[config.mk]
export PLATFORM = sky130hd
export DESIGN_NAME = stage_sequencer_flat
export DESIGN_NICKNAME = d
export VERILOG_FILES = /design/src/rtl/stage_sequencer_if.sv /design/src/rtl/stage_sequencer.sv /design/src/flat_wrapper.sv
export SDC_FILE = /design/constraint.sdc
export NUM_CORES = 1
export LEC_CHECK = 0
export ABC_AREA = 1
export CORE_AREA = 2 2 79 81
export DETAILED_ROUTE_END_ITERATION = 7
export DIE_AREA = 0 0 81 83
export PLACE_DENSITY = 0.81
export SYNTH_ARGS = -nofsm -noshare
export SYNTH_HDL_FRONTEND = slang
export SYNTH_SLANG_ARGS = --single-unit
export TNS_END_PERCENT = 5
[constraint.sdc]
create_clock -name clk -period 4.1 [get_ports clk]
set_clock_uncertainty 0.2 [all_clocks]
set_input_delay 0.82 -clock clk [delete_from_list [all_inputs] [get_ports clk]]
set_output_delay 0.82 -clock clk [all_outputs]
set_load 0.02 [all_outputs]
[src/rtl/stage_sequencer_if.sv]
// stage_sequencer_if: step-control inputs, memory handshake and status outputs
// of stage_sequencer, bundled into one port.
//   master : sequencer side - drives memReq, stage, stageAdv, insnCount,
//            stalled, halted; receives isAuto, nextStage, autoDiv, halt, memAck
//   slave  : datapath / environment side, opposite directions
// Optional macro STAGE_BREAK_EN adds breakCount (to sequencer) and breakHit
// (from sequencer).
interface stage_sequencer_if #(
  parameter int unsigned STAGE_W    = 3,
  parameter int unsigned AUTO_DIV_W = 24,
  parameter int unsigned CNT_W      = 16
);
  logic                  isAuto;
  logic                  nextStage;
  logic [AUTO_DIV_W-1:0] autoDiv;
  logic                  halt;
  logic                  memAck;
  logic                  memReq;
  logic [STAGE_W-1:0]    stage;
  logic                  stageAdv;
  logic [CNT_W-1:0]      insnCount;
  logic                  stalled;
  logic                  halted;
`ifdef STAGE_BREAK_EN
  logic [CNT_W-1:0]      breakCount;
  logic                  breakHit;

  modport master (
    input  isAuto, nextStage, autoDiv, halt, memAck, breakCount,
    output memReq, stage, stageAdv, insnCount, stalled, halted, breakHit
  );
  modport slave (
    output isAuto, nextStage, autoDiv, halt, memAck, breakCount,
    input  memReq, stage, stageAdv, insnCount, stalled, halted, breakHit
  );
`else
  modport master (
    input  isAuto, nextStage, autoDiv, halt, memAck,
    output memReq, stage, stageAdv, insnCount, stalled, halted
  );
  modport slave (
    output isAuto, nextStage, autoDiv, halt, memAck,
    input  memReq, stage, stageAdv, insnCount, stalled, halted
  );
`endif
endinterface

[src/rtl/stage_sequencer.sv]
// stage_sequencer: multi-cycle stage controller for the CPU datapath.
// Steps the stage number 0..NUM_STAGES-1 either from a programmable auto
// divider or from a debounced single-step button, inserts memory wait states
// on stages flagged in MEM_STAGE_MASK, counts retired instructions and stops
// at an instruction boundary on halt.
// Ports:
//   clk    - system clock
//   rst_n  - synchronous active-low reset
//   bus    - stage_sequencer_if.master (mode/step inputs, memReq/memAck
//            handshake, stage/stageAdv/insnCount/stalled/halted status)
// Optional macro STAGE_BREAK_EN: instruction-count breakpoint for auto mode
// (breakCount input, breakHit output on the interface).
module stage_sequencer #(
  parameter int unsigned NUM_STAGES      = 5,
  parameter int unsigned STAGE_W         = 3,
  parameter logic [7:0]  MEM_STAGE_MASK  = 8'b0000_1001,
  parameter int unsigned AUTO_DIV_W      = 24,
  parameter int unsigned DEBOUNCE_CYCLES = 16,
  parameter int unsigned CNT_W           = 16
) (
  input logic               clk,
  input logic               rst_n,
  stage_sequencer_if.master bus
);

  localparam int unsigned        DB_W       = $clog2(DEBOUNCE_CYCLES);
  localparam logic [DB_W-1:0]    DB_LAST    = DB_W'(DEBOUNCE_CYCLES - 1);
  localparam logic [STAGE_W-1:0] LAST_STAGE = STAGE_W'(NUM_STAGES - 1);

  typedef enum logic [1:0] {RUN, MEMWAIT, HALT} state_e;

  function automatic logic is_mem(input logic [STAGE_W-1:0] s);
    return |(MEM_STAGE_MASK & (8'd1 << s));
  endfunction

  state_e                state_q, state_d;
  logic                  sync1_q, sync1_d, sync2_q, sync2_d;
  logic [DB_W-1:0]       db_cnt_q, db_cnt_d;
  logic                  db_level_q, db_level_d;
  logic                  auto_prev_q, auto_prev_d;
  logic [AUTO_DIV_W-1:0] div_q, div_d;
  logic                  ack_seen_q, ack_seen_d;
  logic [STAGE_W-1:0]    stage_q, stage_d;
  logic                  stage_adv_q, stage_adv_d;
  logic [CNT_W-1:0]      insn_q, insn_d;
  logic                  stalled_q, stalled_d;
  logic                  halted_q, halted_d;
  logic                  mem_req_q, mem_req_d;
  logic                  btn_rise, mode_chg, auto_gate, step_req, advance;
`ifdef STAGE_BREAK_EN
  logic                  brk_q, brk_d;
`endif

  always_comb begin
    state_d     = state_q;
    stage_d     = stage_q;
    insn_d      = insn_q;
    ack_seen_d  = ack_seen_q;
    advance     = 1'b0;

    // Button: 2-flop synchroniser, then count samples that disagree with the
    // debounced level; any agreeing sample restarts the count.
    sync1_d    = bus.nextStage;
    sync2_d    = sync1_q;
    db_cnt_d   = '0;
    db_level_d = db_level_q;
    btn_rise   = 1'b0;
    if (sync2_q != db_level_q) begin
      if (db_cnt_q == DB_LAST) begin
        db_level_d = sync2_q;
        btn_rise   = sync2_q;
      end else begin
        db_cnt_d = db_cnt_q + DB_W'(1);
      end
    end

    auto_prev_d = bus.isAuto;
    mode_chg    = bus.isAuto != auto_prev_q;
`ifdef STAGE_BREAK_EN
    auto_gate = !brk_q;
`else
    auto_gate = 1'b1;
`endif

    step_req = 1'b0;
    if (!bus.isAuto || mode_chg) begin
      div_d = '0;
    end else if (div_q == bus.autoDiv) begin
      div_d    = '0;
      step_req = auto_gate;
    end else begin
      div_d = div_q + AUTO_DIV_W'(1);
    end
    if (!bus.isAuto && !mode_chg && btn_rise) begin
      step_req = 1'b1;
    end

    case (state_q)
      RUN: begin
        if (step_req) begin
          if (!is_mem(stage_q) || bus.memAck || ack_seen_q) begin
            advance = 1'b1;
          end else begin
            state_d = MEMWAIT;
          end
        end else if (bus.memAck) begin
          ack_seen_d = 1'b1;
        end
      end
      MEMWAIT: begin
        // Requests arriving here are dropped; a mode change abandons the step.
        if (mode_chg) begin
          state_d    = RUN;
          ack_seen_d = bus.memAck;
        end else if (bus.memAck) begin
          state_d = RUN;
          advance = 1'b1;
        end
      end
      default: ;
    endcase

    stage_adv_d = advance;
    if (advance) begin
      ack_seen_d = 1'b0;
      if (stage_q == LAST_STAGE) begin
        stage_d = '0;
        insn_d  = insn_q + CNT_W'(1);
        if (bus.halt) begin
          state_d = HALT;
        end
      end else begin
        stage_d = stage_q + STAGE_W'(1);
      end
    end

`ifdef STAGE_BREAK_EN
    brk_d = brk_q;
    if (!bus.isAuto) begin
      brk_d = 1'b0;
    end else if (advance && stage_q == LAST_STAGE && insn_d == bus.breakCount) begin
      brk_d = 1'b1;
    end
`endif

    stalled_d = state_d == MEMWAIT;
    halted_d  = state_d == HALT;
    mem_req_d = (state_d != HALT) && is_mem(stage_d);
  end

  always_ff @(posedge clk) begin
    // Tracked through reset so releasing reset is not seen as a mode change.
    auto_prev_q <= auto_prev_d;
    if (!rst_n) begin
      state_q     <= RUN;
      sync1_q     <= 1'b0;
      sync2_q     <= 1'b0;
      db_cnt_q    <= '0;
      db_level_q  <= 1'b0;
      div_q       <= '0;
      ack_seen_q  <= 1'b0;
      stage_q     <= '0;
      stage_adv_q <= 1'b0;
      insn_q      <= '0;
      stalled_q   <= 1'b0;
      halted_q    <= 1'b0;
      mem_req_q   <= 1'b0;
`ifdef STAGE_BREAK_EN
      brk_q       <= 1'b0;
`endif
    end else begin
      state_q     <= state_d;
      sync1_q     <= sync1_d;
      sync2_q     <= sync2_d;
      db_cnt_q    <= db_cnt_d;
      db_level_q  <= db_level_d;
      div_q       <= div_d;
      ack_seen_q  <= ack_seen_d;
      stage_q     <= stage_d;
      stage_adv_q <= stage_adv_d;
      insn_q      <= insn_d;
      stalled_q   <= stalled_d;
      halted_q    <= halted_d;
      mem_req_q   <= mem_req_d;
`ifdef STAGE_BREAK_EN
      brk_q       <= brk_d;
`endif
    end
  end

  assign bus.memReq    = mem_req_q & is_mem(stage_q);
  assign bus.stage     = stage_q;
  assign bus.stageAdv  = stage_adv_q;
  assign bus.insnCount = insn_q;
  assign bus.stalled   = stalled_q;
  assign bus.halted    = halted_q;
`ifdef STAGE_BREAK_EN
  assign bus.breakHit  = brk_q;
`endif

endmodule

[src/flat_wrapper.sv]
// flat-port wrapper written by rule: the top's interface ports become plain ports
module stage_sequencer_flat 
#(
  parameter int unsigned NUM_STAGES      = 5,
  parameter int unsigned STAGE_W         = 3,
  parameter logic [7:0]  MEM_STAGE_MASK  = 8'b0000_1001,
  parameter int unsigned AUTO_DIV_W      = 24,
  parameter int unsigned DEBOUNCE_CYCLES = 16,
  parameter int unsigned CNT_W           = 16
)
  (clk, rst_n, bus_isAuto, bus_nextStage, bus_autoDiv, bus_halt, bus_memAck, bus_memReq, bus_stage, bus_stageAdv, bus_insnCount, bus_stalled, bus_halted);
  stage_sequencer_if #(.STAGE_W(STAGE_W), .AUTO_DIV_W(AUTO_DIV_W), .CNT_W(CNT_W)) bus_i ();
  input logic clk;
  input logic rst_n;
  input wire logic [$bits(bus_i.isAuto)-1:0] bus_isAuto;
  input wire logic [$bits(bus_i.nextStage)-1:0] bus_nextStage;
  input wire logic [$bits(bus_i.autoDiv)-1:0] bus_autoDiv;
  input wire logic [$bits(bus_i.halt)-1:0] bus_halt;
  input wire logic [$bits(bus_i.memAck)-1:0] bus_memAck;
  output wire logic [$bits(bus_i.memReq)-1:0] bus_memReq;
  output wire logic [$bits(bus_i.stage)-1:0] bus_stage;
  output wire logic [$bits(bus_i.stageAdv)-1:0] bus_stageAdv;
  output wire logic [$bits(bus_i.insnCount)-1:0] bus_insnCount;
  output wire logic [$bits(bus_i.stalled)-1:0] bus_stalled;
  output wire logic [$bits(bus_i.halted)-1:0] bus_halted;
  assign bus_i.isAuto = bus_isAuto;
  assign bus_i.nextStage = bus_nextStage;
  assign bus_i.autoDiv = bus_autoDiv;
  assign bus_i.halt = bus_halt;
  assign bus_i.memAck = bus_memAck;
  assign bus_memReq = bus_i.memReq;
  assign bus_stage = bus_i.stage;
  assign bus_stageAdv = bus_i.stageAdv;
  assign bus_insnCount = bus_i.insnCount;
  assign bus_stalled = bus_i.stalled;
  assign bus_halted = bus_i.halted;
  stage_sequencer #(.NUM_STAGES(NUM_STAGES), .STAGE_W(STAGE_W), .MEM_STAGE_MASK(MEM_STAGE_MASK), .AUTO_DIV_W(AUTO_DIV_W), .DEBOUNCE_CYCLES(DEBOUNCE_CYCLES), .CNT_W(CNT_W)) u_core (.clk(clk), .rst_n(rst_n), .bus(bus_i));
endmodule
# [Word-level counts from Yosys, hierarchy flattened]
# Cells that the tools add are included.
[totals] register_bits=58 inputBits=30 output_inout_bits=23 elab_cells=78
[classes] add_sub_neg=4 n_eq_ne=12 shift=2 muxes=24 bitwise=3 reduce_logical=19
[ops] cell="24-bit by 1-bit adder with 24-bit output, second input constant" count=1
[ops] cell="24-bit == test" count=1
[ops] cell="16-bit by 1-bit adder with 16-bit output, second input constant" count=1
[ops] cell="2-bit two-way mux" count=7
[ops] cell="1-bit two-way mux" count=12
[ops] cell="1-bit by 3-bit << shifter with 4-bit output, first input constant" count=2
[ops] cell="3-bit two-way mux" count=2
[ops] cell="2-bit != test, second input constant" count=3
[ops] cell="2-bit OR reduction" count=3
[ops] cell="3-bit OR reduction" count=2
[ops] cell="4-bit by 1-bit adder with 4-bit output, second input constant" count=1
[ops] cell="2-bit by 1-bit == test with 1-bit output, second input constant" count=2
[ops] cell="4-bit == test, second input constant" count=1
[ops] cell="1-bit case mux with 2 select lines" count=2
[ops] cell="2-bit case mux with 2 select lines" count=1
[ops] cell="2-bit AND reduction" count=2
[ops] cell="4-bit AND reduction" count=1
[ops] cell="3-bit by 1-bit adder with 3-bit output, second input constant" count=1
[ops] cell="3-bit == test, second input constant" count=1
[ops] cell="1-bit logical AND" count=3
[ops] cell="1-bit logical NOT" count=3
[ops] cell="1-bit logical OR" count=3
[ops] cell="2-bit == test, second input constant" count=1
[ops] cell="2-bit logical NOT" count=1
[ops] cell="other kinds (5)" count=7

# [Longest topological paths before layout]
[logic_depth] depth_word=13 mapped_depth=17 mapped_depth_nobuf=17

# [Worst setup path after synthesis]
# OpenSTA, ideal clock, no wires.
[synth_timing] path_kind="input -> register" from="in bus_autoDiv[11]" to="reg u_core.insn_q[13], in the netlist u_core.bus.insnCount[13]" setup_time_ps=132 t_arrival_ps=2009 required_ps=3768 setup_slack_ps=1759 path_stages=16 path_buffers=2 cell_sequence="inv_1 > nand2_1 > nand2_1 > nand2_1 > nor2_1 > nand2_1 > nor2_1 > nand3_1 > nand2_2 > nand3_4 > nand2_4 > nand2_2 > buf_6 > buf_6 > nand2_1 > a21oi_1"
[synth_via] elab_chain_len=7
[synth_lines] item="from (decl)" line_no="flat_wrapper.sv:17" source="input wire logic [$bits(bus_i.autoDiv)-1:0] bus_autoDiv;"
[synth_lines] item="24-bit == test" line_no="stage_sequencer.sv:88" source="end else if (div_q == bus.autoDiv) begin"
[synth_lines] item="1-bit two-way mux" line_no="stage_sequencer.sv:88"
[synth_lines] item="1-bit two-way mux" line_no="stage_sequencer.sv:86" source="if (!bus.isAuto || mode_chg) begin"
[synth_lines] item="1-bit two-way mux" line_no="stage_sequencer.sv:94" source="if (!bus.isAuto && !mode_chg && btn_rise) begin"
[synth_lines] item="1-bit two-way mux" line_no="stage_sequencer.sv:100" source="if (step_req) begin"
[synth_lines] item="1-bit case mux with 2 select lines" line_no="stage_sequencer.sv:98" source="case (state_q)"
[synth_lines] item="2-bit AND reduction (no line)"
[synth_lines] item="to (signal assigned)" line_no="stage_sequencer.sv:181" source="insn_q <= insn_d;"
[synth_lines] item="to (decl)" line_no="stage_sequencer.sv:45" source="logic [CNT_W-1:0] insn_q, insn_d;"
# No other way between the ends.
# A chain may end at the register's enable or synchronous reset.

# [Worst setup path in the final report]
[layout_timing] from="in bus_autoDiv[4]" to="reg u_core.insn_q[8], in the netlist u_core.bus.insnCount[8]"
# The elaborated chain is that of the path after synthesis.

==> impl_metrics.env <==
export IMPL_synth_area_per_cell_um2=7.28
export IMPL_holdPathStages=2
export IMPL_finalNetCount=524
export IMPL_setup_viol=0
export IMPL_post_route_period_util_pct=73.9
export IMPL_gp_congestion=0.926
export IMPL_cts_made_buffers=9
export IMPL_drcViolationCount=0
export IMPL_synth_commonest_cells="nand2_1, inv_1, dfxtp_1"
export IMPL_cts_sinks=58
export IMPL_end_kind="register"
export IMPL_antenna_found_initial=0
export IMPL_io_pins=53
export IMPL_slowest_delay_ps=480
export IMPL_yosysTopAreaCellShare_pct=37.1
export IMPL_crit_path_cell_trace="clkdlybuf4s50_1, xnor2_1, nand2_1, nor2_1, nand2_1, nor2_1, nand3_1, nand2_2, nand3_4, nand2_4, nand2_2, nor2_1, nand3_1, a21oi_1"
export IMPL_worstPathArrival_ps=3090
export IMPL_ir_drop_mv=0.230
export IMPL_path_buf_inv=1
export IMPL_clk_path_buf_depth=2
export IMPL_critPathSlowestCell="clkdlybuf4s50_1"
export IMPL_clk_insertion_delay_late_ps=340
export IMPL_wl_per_cell_um=12.3
export IMPL_synth_most_common_cell="nand2_1"
export IMPL_synth_edff_count=0
export IMPL_ys_seq_elements=58
export IMPL_synthTopCellsByArea="dfxtp_1, nand2_1, inv_1"
export IMPL_p_per_area_nw_per_um2=328
export IMPL_rr_endpoint="u_core.bus.insnCount[8]"
export IMPL_drv_slew=0
export IMPL_drt_wl_total_um=6990
export IMPL_syn_nets=468
export IMPL_start_kind="input pin"
export IMPL_start_util_pct=53.8
export IMPL_synthFlopType="dfxtp_1"
export IMPL_async_flop_share_pct=0
export IMPL_grt_pass1_wl_um=11500
export IMPL_dr_first_iter_drc_count=113
export IMPL_criticalPathCategory="in -> reg"
export IMPL_synth_distinct_cells=35
export IMPL_syn_instance_count=430
export IMPL_vias_per_cell=5.18
export IMPL_min_path_type="reg -> reg"
export IMPL_cts_max_level=3
export IMPL_cts_tree="yes"
export IMPL_first_global_vias=2758
export IMPL_fin_area_um2=3960
export IMPL_rsz0062_at_grt="no"
export IMPL_die_area_um2=6720
export IMPL_synth_area_um2=3130
export IMPL_die_x_um=81
export IMPL_hp_start="u_core.sync1_q"
export IMPL_grt_max_degree=21
export IMPL_status="finished clean"
export IMPL_drive_gt1_share_pct=8.15
export IMPL_required_ps=4160
export IMPL_core_um2=5820
export IMPL_cp_max_fo=20
export IMPL_row_count=28
export IMPL_io_buffers=52
export IMPL_max_slew_margin_pct=47.3
export IMPL_hpwl_um=5010
export IMPL_cts_resized=0
export IMPL_synth_warnings=0
export IMPL_period_needed_ps=3030
export IMPL_hold_viol_final=0
export IMPL_die_h_um=83
export IMPL_dr_pass1_iters=4
export IMPL_synth_area_leader_cell="dfxtp_1"
export IMPL_clockRootBuffer="clkbuf_8"
export IMPL_power_leakage_nw=1.50
export IMPL_rrSetupSlack_ps=1570
export IMPL_yosysSeqAreaShare_pct=37.1
export IMPL_post_cts_buffers=0
export IMPL_drv_cap=0
export IMPL_grt_overflow=0
export IMPL_hold_slack_ps=220
export IMPL_crit_family="simple AND/OR/NAND/NOR gates"
export IMPL_diodes=0
export IMPL_tightest_slew_ps=788
export IMPL_ant_nets=0
export IMPL_postPlaceCellArea_um2=3710
export IMPL_holdPathEnd="u_core.sync2_q"
export IMPL_timing_rr_start="u_core.div_q[12]"
export IMPL_grt_usage_pct=21.5
export IMPL_num_vias=2932
export IMPL_reg2reg_depth=15
export IMPL_ctsHoldBuffers=0
export IMPL_syn_to_final_growth_pct=26.5
export IMPL_critPathMostFrequentCell="nor2_1"
export IMPL_tns_ps=0
export IMPL_max_freq_mhz=330
export IMPL_clkTransAtPathRegs_ps=60
[registers in the layout, indices dropped and copies added, names as in the netlist]
register and flops:
u_core.bus.stageAdv 1, u_core.ack_seen_q 1, u_core.auto_prev_q 1, u_core.bus.halted 1
u_core.sync2_q 1, u_core.mem_req_q 1, u_core.div_q 24, u_core.bus.stalled 1
u_core.state_q 2, u_core.db_cnt_q 4, u_core.bus.insnCount 16, u_core.sync1_q 1
u_core.bus.stage 3, u_core.db_level_q 1
[metrics by stage]
stage	worst slack (ps)	utilization (%)	instances	power (mW)
CTS	1070	68.1	566	1.31
global route	849	68.1	566	1.35
finish	1070	68.1	566	1.30
detailed placement	706	63.7	550	0.650
global placement	851	63.7	550	0.648
floorplan	1760	-	430	0.611
[worst max path at each step]
stage,endpoint,slack [ps],startpoint,cells past startpoint
after CTS,u_core.bus.insnCount[8],1070,bus_autoDiv[4],14
after floorplan,u_core.bus.insnCount[13],1760,bus_autoDiv[11],16
after global routing,u_core.bus.insnCount[8],850,bus_autoDiv[11],15
after detailed placement,u_core.bus.insnCount[6],710,bus_autoDiv[4],14
final,u_core.bus.insnCount[8],1070,bus_autoDiv[4],14
after global placement,u_core.bus.insnCount[6],850,bus_autoDiv[4],14
[power breakdown]
group | internal (mW) | switching, mW | leakage [nW]
logic | 0.0394 | 0.0294 | 0.907
clock network | 0.435 | 0.224 | 0.129
registers | 0.567 | 0.00207 | 0.469
[layout by cell type (no fill, tap or decap), types with 3 or more instances in the layout]
cell type,n
a21oi_1,25
and3_1,4
bufinv_16,3
clkbuf_8,11
clkdlybuf4s50_1,52
dfxtp_1,58
ha_1,8
inv_1,59
inv_2,3
nand2_1,76
nand2_2,3
nand3_1,27
nand3_2,4
nand4_1,9
nor2_1,45
nor2_2,5
nor3_1,21
nor3b_1,6
nor4_1,4
o21ai_0,12
o21ai_1,5
xnor2_1,17
xor2_1,17
[logic make-up (layout without fill, tap and decap cells)]
logic type / after synthesis / count (layout) / share of synthesized area, %
and+or+nand+nor: 211 / 211 / 32.7
adders and majority gates: 8 / 8 / 3.20
buffers and inverters: 71 / 132 / 9.12
xor gates and xnor gates: 34 / 34 / 9.52
DFF: 58 / 58 / 37.1
AOI/OAI and AO/OA: 48 / 48 / 8.40
[area by class of cell]
| class | instances | area (um2) |
|---|---|---|
| tap | 75 | 93.8 |
| timing repair buffer | 54 | 536 |
| fill | 523 | 1860 |
| multi-input combinational | 301 | 1680 |
| sequential | 58 | 1160 |
| inverter | 62 | 233 |
| clock inverter | 5 | 100 |
| clock buffer | 11 | 151 |
[worst register-to-register path: stages, from the launching register on]
cell and delay (ps):
dfxtp_1 350, inv_1 140, nand2_1 90, nand2_1 80, nand2_1 50, nor2_1 90, nand2_1 50, nor2_1 180
nand3_1 120, nand2_2 110, nand3_4 100, nand2_4 180, nand2_2 250, nor2_1 210, nand3_1 100, a21oi_1 140
[routing by layer]
| layer | track usage (%) | wire length, um | share of wire [%] | vias to the layer above |
|---|---|---|---|---|
| met5 | 0 | 0 | 0 | - |
| met4 | 6.16 | 66 | 0.94 | 0 |
| met3 | 6.63 | 446 | 6.4 | 11 |
| met2 | 37.6 | 3460 | 50 | 104 |
| met1 | 24.7 | 3010 | 43 | 1316 |
| li1 | - | - | - | 1501 |
Power figures use the tool's default switching activity.
